`src/rtl/alu_op_sequencer_if.sv`:
```
// alu_op_sequencer_if: command, ALU and response signals of the ALU operation sequencer.
interface alu_op_sequencer_if;
    logic       cmd_valid;
    logic       cmd_ready;
    logic [7:0] cmd_a;
    logic [7:0] cmd_b;
    logic [3:0] cmd_op;
    logic [7:0] alu_a;
    logic [7:0] alu_b;
    logic [3:0] alu_s;
    logic       alu_rw;
    logic [7:0] alu_f;
    logic       alu_zero;
    logic       alu_carry;
    logic       alu_ovf;
    logic       rsp_valid;
    logic       rsp_ready;
    logic [7:0] rsp_data;
    logic [3:0] rsp_flags;
    logic       busy;
    modport master (
        output cmd_valid, cmd_a, cmd_b, cmd_op, alu_f, alu_zero, alu_carry, alu_ovf, rsp_ready,
        input  cmd_ready, alu_a, alu_b, alu_s, alu_rw, rsp_valid, rsp_data, rsp_flags, busy
    );
    modport slave (
        input  cmd_valid, cmd_a, cmd_b, cmd_op, alu_f, alu_zero, alu_carry, alu_ovf, rsp_ready,
        output cmd_ready, alu_a, alu_b, alu_s, alu_rw, rsp_valid, rsp_data, rsp_flags, busy
    );
endinterface

```
`src/rtl/alu_op_sequencer.sv`:
```
// alu_op_sequencer: FIFO-buffered command sequencer that issues ops to an ALU and returns result and flags.
module alu_op_sequencer #(
    parameter int DEPTH = 4
) (
    input logic               clk,
    input logic               rst,
    alu_op_sequencer_if.slave bus
);
    localparam int AW = $clog2(DEPTH);
    localparam logic [1:0] IDLE = 2'd0, ISSUE = 2'd1, CAPTURE = 2'd2, RESP = 2'd3;

    logic [19:0]   mem [DEPTH];
    logic [AW-1:0] wr_ptr, rd_ptr;
    logic [AW:0]   count;
    logic [1:0]    state;
    logic [7:0]    a_r, b_r, data_r;
    logic [3:0]    op_r, flags_r;
    logic          push, pop, head_legal, arith;
    logic [19:0]   head;

    assign head       = mem[rd_ptr];
    assign head_legal = head[3] || head[3:0] == 4'b0000 || head[3:0] == 4'b0001 || head[3:0] == 4'b0011;
    assign arith      = op_r[3:1] == 3'b000;
    assign push       = bus.cmd_valid && bus.cmd_ready;
    assign pop        = state == IDLE && count != '0;

    // ready depends on count only, so a full FIFO never takes a command alongside a pop
    assign bus.cmd_ready = count != (AW+1)'(DEPTH);
    assign bus.alu_a     = a_r;
    assign bus.alu_b     = b_r;
    assign bus.alu_s     = op_r;
    assign bus.alu_rw    = state == ISSUE;
    assign bus.rsp_valid = state == RESP;
    assign bus.rsp_data  = data_r;
    assign bus.rsp_flags = flags_r;
    assign bus.busy      = state != IDLE || count != '0;

    always_ff @(posedge clk)
        if (push) mem[wr_ptr] <= {bus.cmd_a, bus.cmd_b, bus.cmd_op};

    always_ff @(posedge clk or posedge rst)
        if (rst) begin
            state   <= IDLE;
            wr_ptr  <= '0;
            rd_ptr  <= '0;
            count   <= '0;
            a_r     <= '0;
            b_r     <= '0;
            op_r    <= '0;
            data_r  <= '0;
            flags_r <= '0;
        end else begin
            if (push) wr_ptr <= wr_ptr + AW'(1);
            if (pop) rd_ptr <= rd_ptr + AW'(1);
            count <= count + (AW+1)'(push) - (AW+1)'(pop);
            case (state)
                IDLE: if (pop) begin
                    {a_r, b_r, op_r} <= head;
                    state <= head_legal ? ISSUE : RESP;
                    if (!head_legal) begin
                        data_r  <= '0;
                        flags_r <= 4'b1000;
                    end
                end
                ISSUE: state <= CAPTURE;
                CAPTURE: begin
                    data_r  <= bus.alu_f;
                    flags_r <= {1'b0, arith & bus.alu_ovf, arith & bus.alu_carry, bus.alu_zero};
                    state   <= RESP;
                end
                default: if (bus.rsp_ready) state <= IDLE;
            endcase
        end
endmodule

```
`src/flat_wrapper.sv`:
```
// flat-port wrapper written by rule: the top's interface ports become plain ports
module alu_op_sequencer_flat 
#(
    parameter int DEPTH = 4
)
  (clk, rst, bus_cmd_valid, bus_cmd_a, bus_cmd_b, bus_cmd_op, bus_alu_f, bus_alu_zero, bus_alu_carry, bus_alu_ovf, bus_rsp_ready, bus_cmd_ready, bus_alu_a, bus_alu_b, bus_alu_s, bus_alu_rw, bus_rsp_valid, bus_rsp_data, bus_rsp_flags, bus_busy);
  alu_op_sequencer_if bus_i ();
  input logic clk;
  input logic rst;
  input wire logic [$bits(bus_i.cmd_valid)-1:0] bus_cmd_valid;
  input wire logic [$bits(bus_i.cmd_a)-1:0] bus_cmd_a;
  input wire logic [$bits(bus_i.cmd_b)-1:0] bus_cmd_b;
  input wire logic [$bits(bus_i.cmd_op)-1:0] bus_cmd_op;
  input wire logic [$bits(bus_i.alu_f)-1:0] bus_alu_f;
  input wire logic [$bits(bus_i.alu_zero)-1:0] bus_alu_zero;
  input wire logic [$bits(bus_i.alu_carry)-1:0] bus_alu_carry;
  input wire logic [$bits(bus_i.alu_ovf)-1:0] bus_alu_ovf;
  input wire logic [$bits(bus_i.rsp_ready)-1:0] bus_rsp_ready;
  output wire logic [$bits(bus_i.cmd_ready)-1:0] bus_cmd_ready;
  output wire logic [$bits(bus_i.alu_a)-1:0] bus_alu_a;
  output wire logic [$bits(bus_i.alu_b)-1:0] bus_alu_b;
  output wire logic [$bits(bus_i.alu_s)-1:0] bus_alu_s;
  output wire logic [$bits(bus_i.alu_rw)-1:0] bus_alu_rw;
  output wire logic [$bits(bus_i.rsp_valid)-1:0] bus_rsp_valid;
  output wire logic [$bits(bus_i.rsp_data)-1:0] bus_rsp_data;
  output wire logic [$bits(bus_i.rsp_flags)-1:0] bus_rsp_flags;
  output wire logic [$bits(bus_i.busy)-1:0] bus_busy;
  assign bus_i.cmd_valid = bus_cmd_valid;
  assign bus_i.cmd_a = bus_cmd_a;
  assign bus_i.cmd_b = bus_cmd_b;
  assign bus_i.cmd_op = bus_cmd_op;
  assign bus_i.alu_f = bus_alu_f;
  assign bus_i.alu_zero = bus_alu_zero;
  assign bus_i.alu_carry = bus_alu_carry;
  assign bus_i.alu_ovf = bus_alu_ovf;
  assign bus_i.rsp_ready = bus_rsp_ready;
  assign bus_cmd_ready = bus_i.cmd_ready;
  assign bus_alu_a = bus_i.alu_a;
  assign bus_alu_b = bus_i.alu_b;
  assign bus_alu_s = bus_i.alu_s;
  assign bus_alu_rw = bus_i.alu_rw;
  assign bus_rsp_valid = bus_i.rsp_valid;
  assign bus_rsp_data = bus_i.rsp_data;
  assign bus_rsp_flags = bus_i.rsp_flags;
  assign bus_busy = bus_i.busy;
  alu_op_sequencer #(.DEPTH(DEPTH)) u_core (.clk(clk), .rst(rst), .bus(bus_i));
endmodule
```
`config.mk`:
```
export PLATFORM = sky130hd
export DESIGN_NAME = alu_op_sequencer_flat
export DESIGN_NICKNAME = d
export VERILOG_FILES = /design/src/rtl/alu_op_sequencer_if.sv /design/src/rtl/alu_op_sequencer.sv /design/src/flat_wrapper.sv
export SDC_FILE = /design/constraint.sdc
export NUM_CORES = 1
export LEC_CHECK = 0
export BUFFER_PORTS_ARGS = -buffer_cell sky130_fd_sc_hd__buf_4
export CAP_MARGIN = 0
export CORE_ASPECT_RATIO = 0.7
export CORE_UTILIZATION = 55
export CTS_BUF_LIST = sky130_fd_sc_hd__clkbuf_16
export DETAILED_ROUTE_END_ITERATION = 8
export MAX_ROUTING_LAYER = met4
export PLACE_DENSITY_LB_ADDON = 0.05
export RECOVER_POWER = 25
export SLEW_MARGIN = 15
export SYNTH_ARGS = -nofsm -noshare
export SYNTH_HDL_FRONTEND = slang
export SYNTH_SLANG_ARGS = --single-unit
```
`constraint.sdc`:
```
create_clock -name clk -period 7.08 [get_ports clk]
set_input_delay 1.77 -clock clk [delete_from_list [all_inputs] [get_ports clk]]
set_output_delay 1.77 -clock clk [all_outputs]
set_load 0.005 [all_outputs]
```
==> results of run 1 <==
state kept, by name (all words and copies together) (netlist names):
signal                count
u_core.bus.alu_a          8
u_core.bus.alu_b          8
u_core.bus.alu_s          4
u_core.bus.rsp_data       8
u_core.bus.rsp_flags      4
u_core.count              3
u_core.mem               80
u_core.rd_ptr             2
u_core.state              2
u_core.wr_ptr             2
layout make-up:
class,instances,area [sq um],share of cell area (%)
clock buffers,19,475,8.09
clock inverters,13,58.8,1.00
inverters,25,93.8,1.60
multi-input cells,105,1200,20.5
flip-flops and latches,121,3430,58.4
well taps,120,150,2.56
repair buffers,71,465,7.92
through the flow:
step                      instance area (sq um)  util (%)
after global routing                       5870      69.6
after floorplan                            4770         -
after global placement                     5410      64.0
after CTS                                  5940      70.4
after detailed placement                   5410      64.0
final                                      5870      69.6
per-layer routing:
metal | track usage, % | vias up | routed length, microns
met5 | - | - | 0
met4 | 6.32 | 0 | 17
met3 | 7.44 | 2 | 430
met2 | 29.4 | 69 | 3650
met1 | 28.1 | 1267 | 3900
li1 | - | 1143 | -
how the worst max path moves through the flow:
stage	from	end	slack [ns]	cells after the start
after floorplan	u_core.state[0]	bus_busy	3.91	4
after global placement	u_core.state[0]	bus_busy	3.55	5
after detailed placement	u_core.state[0]	bus_busy	3.48	5
after CTS	u_core.state[0]	bus_busy	3.05	5
after global routing	u_core.state[0]	bus_busy	2.75	5
final	u_core.state[0]	bus_busy	3.05	5
critical path, cell delays in order (launching register included):
cell	delay, ns
dfrtp_1	0.42
inv_1	0.10
ha_1	0.26
nor4b_1	0.83
inv_1	0.09
buf_4	0.17
power by group through the flow:
stage,Combinational (mW),Sequential (mW),Clock [mW]
5_1_grt,0.903,1.14,0.799
4_1_cts,0.838,1.11,0.764
6_report,0.816,1.11,0.753
3_5_place_dp,0.832,1.12,0
2_1_floorplan,0.580,1.07,0
3_3_place_gp,0.818,1.11,0
synthesized netlist by cell type:
cell,n
edfxtp_1,80
dfrtp_1,41
inv_1,25
mux2_2,21
mux4_2,19
nand2_1,13
mux2i_1,12
ha_1,11
xnor2_1,5
and3_1,4
o21ai_0,4
clkbuf_1,3
buf_1,2
buf_6,2
nor2_1,2
nor4b_1,2
a211oi_1,1
and2_0,1
buf_2,1
fa_1,1
mux4_1,1
nand2b_1,1
nor2b_1,1
nor3_1,1
nor4_1,1
o21bai_1,1
o31a_1,1
o41a_1,1
or3_1,1
logic make-up (layout without fill, tap and decap cells):
| kind of cell | after synthesis | after routing |
|---|---|---|
| DFF | 121 | 121 |
| adders and majority gates | 12 | 12 |
| muxes | 53 | 53 |
| buffers and inverters | 33 | 128 |
| and+or+nand+nor | 27 | 27 |
| AOI/OAI and AO/OA | 8 | 8 |
| xor gates and xnor gates | 5 | 5 |
==> reports/results.tsv, run 1 <==
metric	value	unit
Vias/cell	5.23	
CP Launch Type	register	
largest family of logic cells by synthesized area	multiplexers	
commonest non-fill, non-tap cell in the layout	edfxtp_1	
max cap viols	0	
syn_nets	306	
area of the die	0.00906	sq mm
Reg power frac	41.4	%
# IOs	71	
share of layout cells above drive strength 1	33.6	%
die height	79.9	microns
Mapped Area	0.00477	sq mm
Setup WS pre-CTS	3.48	ns
Hold Worst Slack	0.503	ns
Hold Path End	u_core.bus.alu_b[0]	
Layout area overhead	23.1	%
Rows	28	
fraction of synthesized cell area in xor and xnor cells	0.918	%
RSZ-0062 raised after global routing	false	
warnings from Yosys	0	
ranking of synthesized cells by area	edfxtp_1, dfrtp_1, mux4_2	
placer congestion estimate	0.783	
Tmin final	4.03	ns
antenna diode count	0	
post-synthesis sequential area ratio	71.9	%
Yosys top cell area share	50.4	%
mux contribution to synthesized area	17.0	%
H-tree depth	4	
CP max FO	7	
area leader, netlist	edfxtp_1	
DR iter-0 viols	150	
Synth Register Bits	121	
FILL cells	586	
Crit path arrival time	2.26	ns
Compound-Gate Fraction of Synth Area	1.15	%
vias in the first global route	2503	
Hold WC Path Type	reg -> reg	
Fmax	248	MHz
Routed Antenna Nets	0	
Slew @ Worst Pin	1.10	ns
Final Skew	0.0163	ns
combinational power share	30.5	%
Setup TNS Final	0	ns
Total GRT Usage	20.7	%
R2R Setup Slk	4.00	ns
HPWL after DPL	5.00	mm
Finished Layout Cells	474	
die width	113	microns
post-route clock period utilization	57.0	%
Net Sw Frac	28.7	%
post-synth cell types	29	
DRT Wirelength	8.00	mm
status	complete, no violations	
Mapped Cells	259	
fin. max-slew vios	0	
Clock power frac	28.1	%
CTS Hold Bufs	0	
Post-CTS Setup Bufs	0	
first-pass GRT wire length	12.8	mm
DR vias	2481	
# setup viols final	0	
grt total ovfl	0	
Worst IR Drop VDD	374	uV
Core Region	0.00844	sq mm
CP Capture Type	output port	
r2r startpoint	u_core.rd_ptr[0]	
Final Hold Viols	0	
Post-Synth Simple-Gate Area	2.83	%
CTS Buf Count	17	
number of iterations in the first detailed-routing pass	5	
Max clock buf depth	2	
Pwr Density	456	mW/mm^2
Initial Util	56.5	%
Psw	0.769	mW
syn_area_per_cell	18.4	sq um
antenna violations before repair	0	
Reg2Reg Depth	5	
worst setup margin	3.05	ns
Residual DRC	0	
Clock Pin Slew Worst Setup and Hold Paths	0.05	ns
most frequent cells in the layout	edfxtp_1, buf_4, dfrtp_1	
Pint	1.91	mW
Root Driver	clkbuf_16	
Synth Area in Adders	3.30	%
largest net degree at the start of global routing	42	
Worst slew margin	26.8	%
CTS tree	yes	
CP Class	reg -> out	
Worst Path Required	5.31	ns
drt wl/cell	16.9	microns
WHS Path Cells	1	
Worst R2R End	u_core.bus.rsp_data[6]	
placed insts	442	
cts repair resizes	0	
PnR Total Power	2.68	mW
Num Clock Sinks	121	
Leak	2.30	nW
fin nets	388	
hold_sp	u_core.bus.alu_b[0]	
worst-skew pair later-pin latency	0.40	ns
I/O Buffers	70	
(Power assumes the default switching activity.)
==> inputs of run 2 (changes only) <==
==> constraint.sdc (replaced) <==
create_clock -name clk -period 3.77 [get_ports clk]
set_input_delay 0.9425 -clock clk [delete_from_list [all_inputs] [get_ports clk]]
set_output_delay 0.9425 -clock clk [all_outputs]
set_load 0.005 [all_outputs]
==> run 2 against run 1 <==
Against the previous run:
- critical path depth did not move
- highest routed layer unchanged
- combinational power is 96% higher
- clock skew fell by 0.010 ns
- sequential share of layout area rose by 0.26 points
- flip-flop and latch count did not move
- non-clock buffer count rose by 4
- routed wire length is essentially flat
- total power is 85% higher
- critical path type unchanged
- via count decreased by 2.3%
- worst hold slack hardly changed
- register-to-register slack got worse by 2.8 ns
==> reports/results.tsv, run 2 (synthesized netlist as in run 1, its figures left out) <==
metric	value	unit	change
status	complete, no violations		unchanged
HPWL after DPL	4.96	mm	was 5.00 mm
Residual DRC	0		unchanged
max FFs per register	80		unchanged
worst-skew pair later-pin latency	0.40	ns	about the same
largest net degree at the start of global routing	42		unchanged
Leak	2.31	nW	was 2.30 nW
fin nets	392		was 388
Num Clock Sinks	121		unchanged
I/O Buffers	70		unchanged
fin. max-slew vios	0		unchanged
Crit path arrival time	2.29	ns	was 2.26 ns
Layout area overhead	22.6	%	was 23.1%
max cap viols	0		unchanged
Fmax	309	MHz	
Pint	3.52	mW	was 1.91 mW
PnR Total Power	4.95	mW	was 2.68 mW
drt wl/cell	16.7	microns	was 16.9 microns
CP Capture Type	output port		unchanged
cts repair resizes	0		unchanged
Core Region	0.00844	sq mm	unchanged
share of layout cells above drive strength 1	32.4	%	was 33.6%
# IOs	71		unchanged
DR vias	2423		was 2481
area of the die	0.00906	sq mm	unchanged
Setup TNS Final	0	ns	unchanged
CTS Hold Bufs	0		unchanged
vias in the first global route	2390		was 2503
Reg power frac	41.1	%	was 41.4%
CTS tree	yes		unchanged
Net Sw Frac	28.9	%	was 28.7%
Hold Worst Slack	0.504	ns	was 0.503 ns
antenna diode count	0		unchanged
most frequent cells in the layout	edfxtp_1, buf_4, dfrtp_1		unchanged
Clock power frac	26.6	%	was 28.1%
Worst slew margin	27.4	%	was 26.8%
grt total ovfl	0		unchanged
commonest non-fill, non-tap cell in the layout	edfxtp_1		unchanged
DR iter-0 viols	172		was 150
Total GRT Usage	21.0	%	was 20.7%
Final Hold Viols	0		unchanged
first-pass GRT wire length	13.0	mm	was 12.8 mm
Pwr Density	846	mW/mm^2	was 456 mW/mm^2
Tmin final	3.23	ns	
Rows	28		unchanged
Clock Pin Slew Worst Setup and Hold Paths	0.05	ns	about the same
CP Class	reg -> out		unchanged
placer congestion estimate	0.723		was 0.783
Vias/cell	5.07		was 5.23
H-tree depth	4		unchanged
Psw	1.43	mW	was 0.769 mW
RSZ-0062 raised after global routing	false		unchanged
Max clock buf depth	2		unchanged
Slew @ Worst Pin	1.09	ns	was 1.10 ns
die width	113	microns	unchanged
Final Skew	0.00599	ns	was 0.0163 ns
CTS Buf Count	17		unchanged
antenna violations before repair	0		unchanged
DRT Wirelength	8.00	mm	about the same
Initial Util	56.5	%	unchanged
Hold WC Path Type	reg -> reg		unchanged
Worst IR Drop VDD	595	uV	was 374 uV
Worst Path Required	2.83	ns	was 5.31 ns
die height	79.9	microns	unchanged
CP max FO	7		unchanged
post-route clock period utilization	85.8	%	
# setup viols final	0		unchanged
Routed Antenna Nets	0		unchanged
FILL cells	591		was 586
number of iterations in the first detailed-routing pass	4		was 5
Post-CTS Setup Bufs	0		unchanged
combinational power share	32.4	%	was 30.5%
CP Launch Type	register		unchanged
Root Driver	clkbuf_16		unchanged
Reg with most FFs	u_core.mem		unchanged
[run 2: cell types whose count changed in the layout (fill, tap and decap cells not counted)]
cell / delta
inv_1: +5
buf_4: +2
clkbuf_1: +2
clkbuf_16: -2
clkinv_2: -2
clkinvlp_4: -1
[run 2: power groups by stage]
stage	clock [mW]	combinational [mW]	sequential [mW]
3_5_place_dp	0	1.63	2.05
4_1_cts	1.34	1.64	2.03
6_report	1.31	1.60	2.03
2_1_floorplan	0	1.09	2.02
5_1_grt	1.40	1.78	2.08
3_3_place_gp	0	1.61	2.04
[run 2: per-layer routing]
layer	wire length [microns]	global-route usage (%)
met1	3760	28.8
met2	3680	28.9
met3	474	6.91
met4	87	9.08
met5	0	-
[run 2: worst paths after layout]
kind / from / endpoint / slack (ns) / cells past startpoint
hold / removal: u_core.bus.alu_b[5] / u_core.bus.alu_b[5] / 0.50 / 1
max in group asynchronous: rst / u_core.bus.alu_a[7] / 2.44 / 2
setup reg to reg: u_core.rd_ptr[0] / u_core.bus.rsp_data[4] / 1.24 / 5
min in group asynchronous: rst / u_core.bus.rsp_data[4] / 0.75 / 2
setup / recovery: u_core.state[0] / bus_busy / 0.54 / 5
hold reg to reg: u_core.bus.alu_b[5] / u_core.bus.alu_b[5] / 0.50 / 1
[run 2: critical path: stages, from the launching register on]
cell,delay (ns)
dfrtp_1,0.43
inv_1,0.10
ha_1,0.26
nor4b_1,0.82
inv_1,0.10
buf_4,0.17
[run 2: through the flow]
stage	instances	worst slack [ns]	util, %	cell area (sq um)
after floorplan	259	1.29	-	4770
after global placement	446	1.04	64.4	5440
after detailed placement	446	0.966	64.4	5440
after CTS	478	0.477	70.2	5920
after global routing	478	0.368	69.3	5850
final	478	0.536	69.3	5850
[run 2: cell type report]
| cell class | instances | area, sq um | share of cell area [%] |
|---|---|---|---|
| tap | 120 | 150 | 2.57 |
| multi-input combinational | 105 | 1200 | 20.6 |
| inverter | 25 | 93.8 | 1.60 |
| clock inverter | 15 | 60.1 | 1.03 |
| sequential | 121 | 3430 | 58.6 |
| clock buffer | 17 | 425 | 7.27 |
| timing repair buffer | 75 | 488 | 8.34 |
==> inputs of run 3 (changes only) <==
--- a/config.mk
+++ b/config.mk
@@ -5,6 +5,7 @@
 export SDC_FILE = /design/constraint.sdc
 export NUM_CORES = 1
 export LEC_CHECK = 0
+export ABC_AREA = 1
 export BUFFER_PORTS_ARGS = -buffer_cell sky130_fd_sc_hd__buf_4
 export CAP_MARGIN = 0
 export CORE_ASPECT_RATIO = 0.7
==> run 3 against run 2 <==
Against the previous run:
- global-route usage grew 3.2 points
- register-to-register slack gained 0.22 ns
- critical path depth shrank 1
- total power grew 7.1%
- fmax grew 31%
- flip-flop and latch count is the same
- critical endpoint unchanged
==> reports/results.tsv, run 3 <==
metric	value	unit	change
status	complete, no violations		unchanged
Setup TNS Final	0	ns	unchanged
share of layout cells above drive strength 1	18.6	%	was 32.4%
commonest non-fill, non-tap cell in the layout	nor2_1		was edfxtp_1
largest net degree at the start of global routing	42		unchanged
Fmax	404	MHz	was 309 MHz
CP max FO	5		was 7
H-tree depth	4		unchanged
Mapped Cells	436		was 259
cts repair resizes	0		unchanged
first-pass GRT wire length	15.5	mm	was 13.0 mm
Core Region	0.00855	sq mm	was 0.00844 sq mm
CP Launch Type	register		unchanged
fin. max-slew vios	0		unchanged
Clock Pin Slew Worst Setup and Hold Paths	0.05	ns	about the same
area of the die	0.00932	sq mm	was 0.00906 sq mm
RSZ-0062 raised after global routing	false		unchanged
placed insts	615		was 446
# IOs	71		unchanged
Post-CTS Setup Bufs	0		unchanged
ranking of synthesized cells by area	edfxtp_1, dfrtp_1, nor2_1		was edfxtp_1, dfrtp_1, mux4_2
die width	115	microns	was 113 microns
warnings from Yosys	0		unchanged
EDFF count, synth	80		unchanged
Layout area overhead	23.8	%	was 22.6%
fin nets	561		was 392
max cap viols	0		unchanged
most frequent cells in the layout	nor2_1, edfxtp_1, nand2_1		was edfxtp_1, buf_4, dfrtp_1
Tmin final	2.48	ns	was 3.23 ns
vias in the first global route	3148		was 2390
Max clock buf depth	2		unchanged
R2R Setup Slk	1.46	ns	was 1.24 ns
Routed Antenna Nets	0		unchanged
Final Hold Viols	0		unchanged
antenna violations before repair	0		unchanged
Worst Path Required	2.83	ns	about the same
Reg with most FFs	u_core.mem		unchanged
Worst slew margin	40.2	%	was 27.4%
Vias/cell	5.05		was 5.07
Crit path arrival time	1.54	ns	was 2.29 ns
CTS Hold Bufs	0		unchanged
grt total ovfl	0		unchanged
area leader, netlist	edfxtp_1		unchanged
antenna diode count	0		unchanged
drt wl/cell	14.9	microns	was 16.7 microns
worst-skew pair later-pin latency	0.41	ns	was 0.40 ns
Pwr Density	871	mW/mm^2	was 846 mW/mm^2
Slew @ Worst Pin	0.897	ns	was 1.09 ns
DRT Wirelength	9.67	mm	was 8.00 mm
die height	81.1	microns	was 79.9 microns
post-synthesis sequential area ratio	69.8	%	was 71.9%
Worst IR Drop VDD	465	uV	was 595 uV
post-synth cell types	24		was 29
Rows	28		unchanged
Residual DRC	0		unchanged
Initial Util	57.5	%	was 56.5%
CP Class	reg -> out		unchanged
I/O Buffers	70		unchanged
DR vias	3270		was 2423
post-route cell area	0.00608	sq mm	was 0.00585 sq mm
CTS tree	yes		unchanged
Post-DP Area	0.00556	sq mm	was 0.00544 sq mm
syn_area_per_cell	11.3	sq um	was 18.4 sq um
Synth Register Bits	121		unchanged
Leak	2.60	nW	was 2.31 nW
Hold Worst Slack	0.469	ns	was 0.504 ns
ys flop type	edfxtp_1		unchanged
post-route clock period utilization	65.7	%	was 85.8%
# setup viols final	0		unchanged
Finished Layout Cells	647		was 478
HPWL after DPL	5.70	mm	was 4.96 mm
Yosys top cell area share	48.9	%	was 50.4%
Mapped Area	0.00491	sq mm	was 0.00477 sq mm
Total GRT Usage	24.2	%	was 21.0%
number of iterations in the first detailed-routing pass	4		unchanged
syn_nets	483		was 306
Root Driver	clkbuf_16		unchanged
Num Clock Sinks	121		unchanged
CP Capture Type	output port		unchanged
Commonest cells post-synth	nor2_1, edfxtp_1, nand2_1		was edfxtp_1, dfrtp_1, inv_1
CTS Buf Count	17		unchanged
max FFs per register	80		unchanged
placer congestion estimate	0.772		was 0.723
asr flop ratio synth	33.9	%	unchanged
most numerous cell in the Yosys netlist	nor2_1		was edfxtp_1
DR iter-0 viols	231		was 172
Final Skew	0.00469	ns	was 0.00599 ns
Hold WC Path Type	reg -> reg		unchanged
-- run 3: changes by cell type after synthesis, sizes merged, moves of 3 or more --
cell / delta
a31oi: +16
buf: +6
nand2: +62
inv: +10
o21ai: +33
mux4: -20
xor2: +3
xnor2: -4
and3: -4
mux2i: -12
mux2: -21
nand3: +22
clkbuf: +5
nor2: +89
-- run 3: layout make-up --
type	instances	area, sq um
sequential	121	3430
fill	624	2470
multi-input combinational	261	1270
timing repair buffer	78	518
clock buffer	17	425
clock inverter	15	161
tap	120	150
inverter	35	131
-- run 3: cell families after synthesis --
| kind of cell | count (synthesis) | synth area share, % |
|---|---|---|
| AOI/OAI and AO/OA | 55 | 6.39 |
| and+or+nand+nor | 190 | 15.3 |
| buffers and inverters | 54 | 4.66 |
| adders and majority gates | 12 | 3.21 |
| xor gates and xnor gates | 4 | 0.713 |
| DFF | 121 | 69.8 |
-- run 3: layer usage --
metal / track usage, % / vias up / part of all wire, %
met4: 9.87 / 0 / 1.2
met5: - / - / 0
met3: 7.39 / 12 / 6.4
li1: - / 1610 / -
met2: 37.7 / 108 / 48
met1: 30.1 / 1540 / 45
-- run 3: path summary, 6_finish.rpt --
kind | start | to | cells past startpoint
worst max-delay path | u_core.state[0] | bus_busy | 4
worst min-delay path | u_core.bus.rsp_data[5] | u_core.bus.rsp_data[5] | 2
worst max register to register | u_core.state[0] | u_core.count[2] | 11
worst min register to register | u_core.bus.rsp_data[5] | u_core.bus.rsp_data[5] | 2
max in group asynchronous | rst | u_core.bus.alu_a[1] | 2
min in group asynchronous | rst | u_core.bus.rsp_data[7] | 2
-- run 3: per-stage QoR --
| step | setup WS (ns) | power [mW] | utilization [%] |
|---|---|---|---|
| final | 1.29 | 5.30 | 71.1 |
| after global routing | 1.17 | 5.67 | 71.1 |
| after CTS | 1.28 | 5.35 | 71.9 |
| after detailed placement | 1.41 | 3.76 | 65.1 |
| after global placement | 1.47 | 3.69 | 65.1 |
| after floorplan | 1.24 | 3.15 | - |
-- run 3: worst max-delay path: stages, from the launching register on --
cell,delay (ns)
dfrtp_1,0.42
inv_1,0.10
ha_1,0.29
nand2_1,0.15
buf_4,0.16
-- run 3: power by group --
group / internal [mW] / switching (mW) / total (mW) / leakage (nW)
logic: 0.648 / 1.09 / 1.73 / 1.09
registers: 1.81 / 0.178 / 1.99 / 1.23
clock network: 1.02 / 0.548 / 1.57 / 0.280
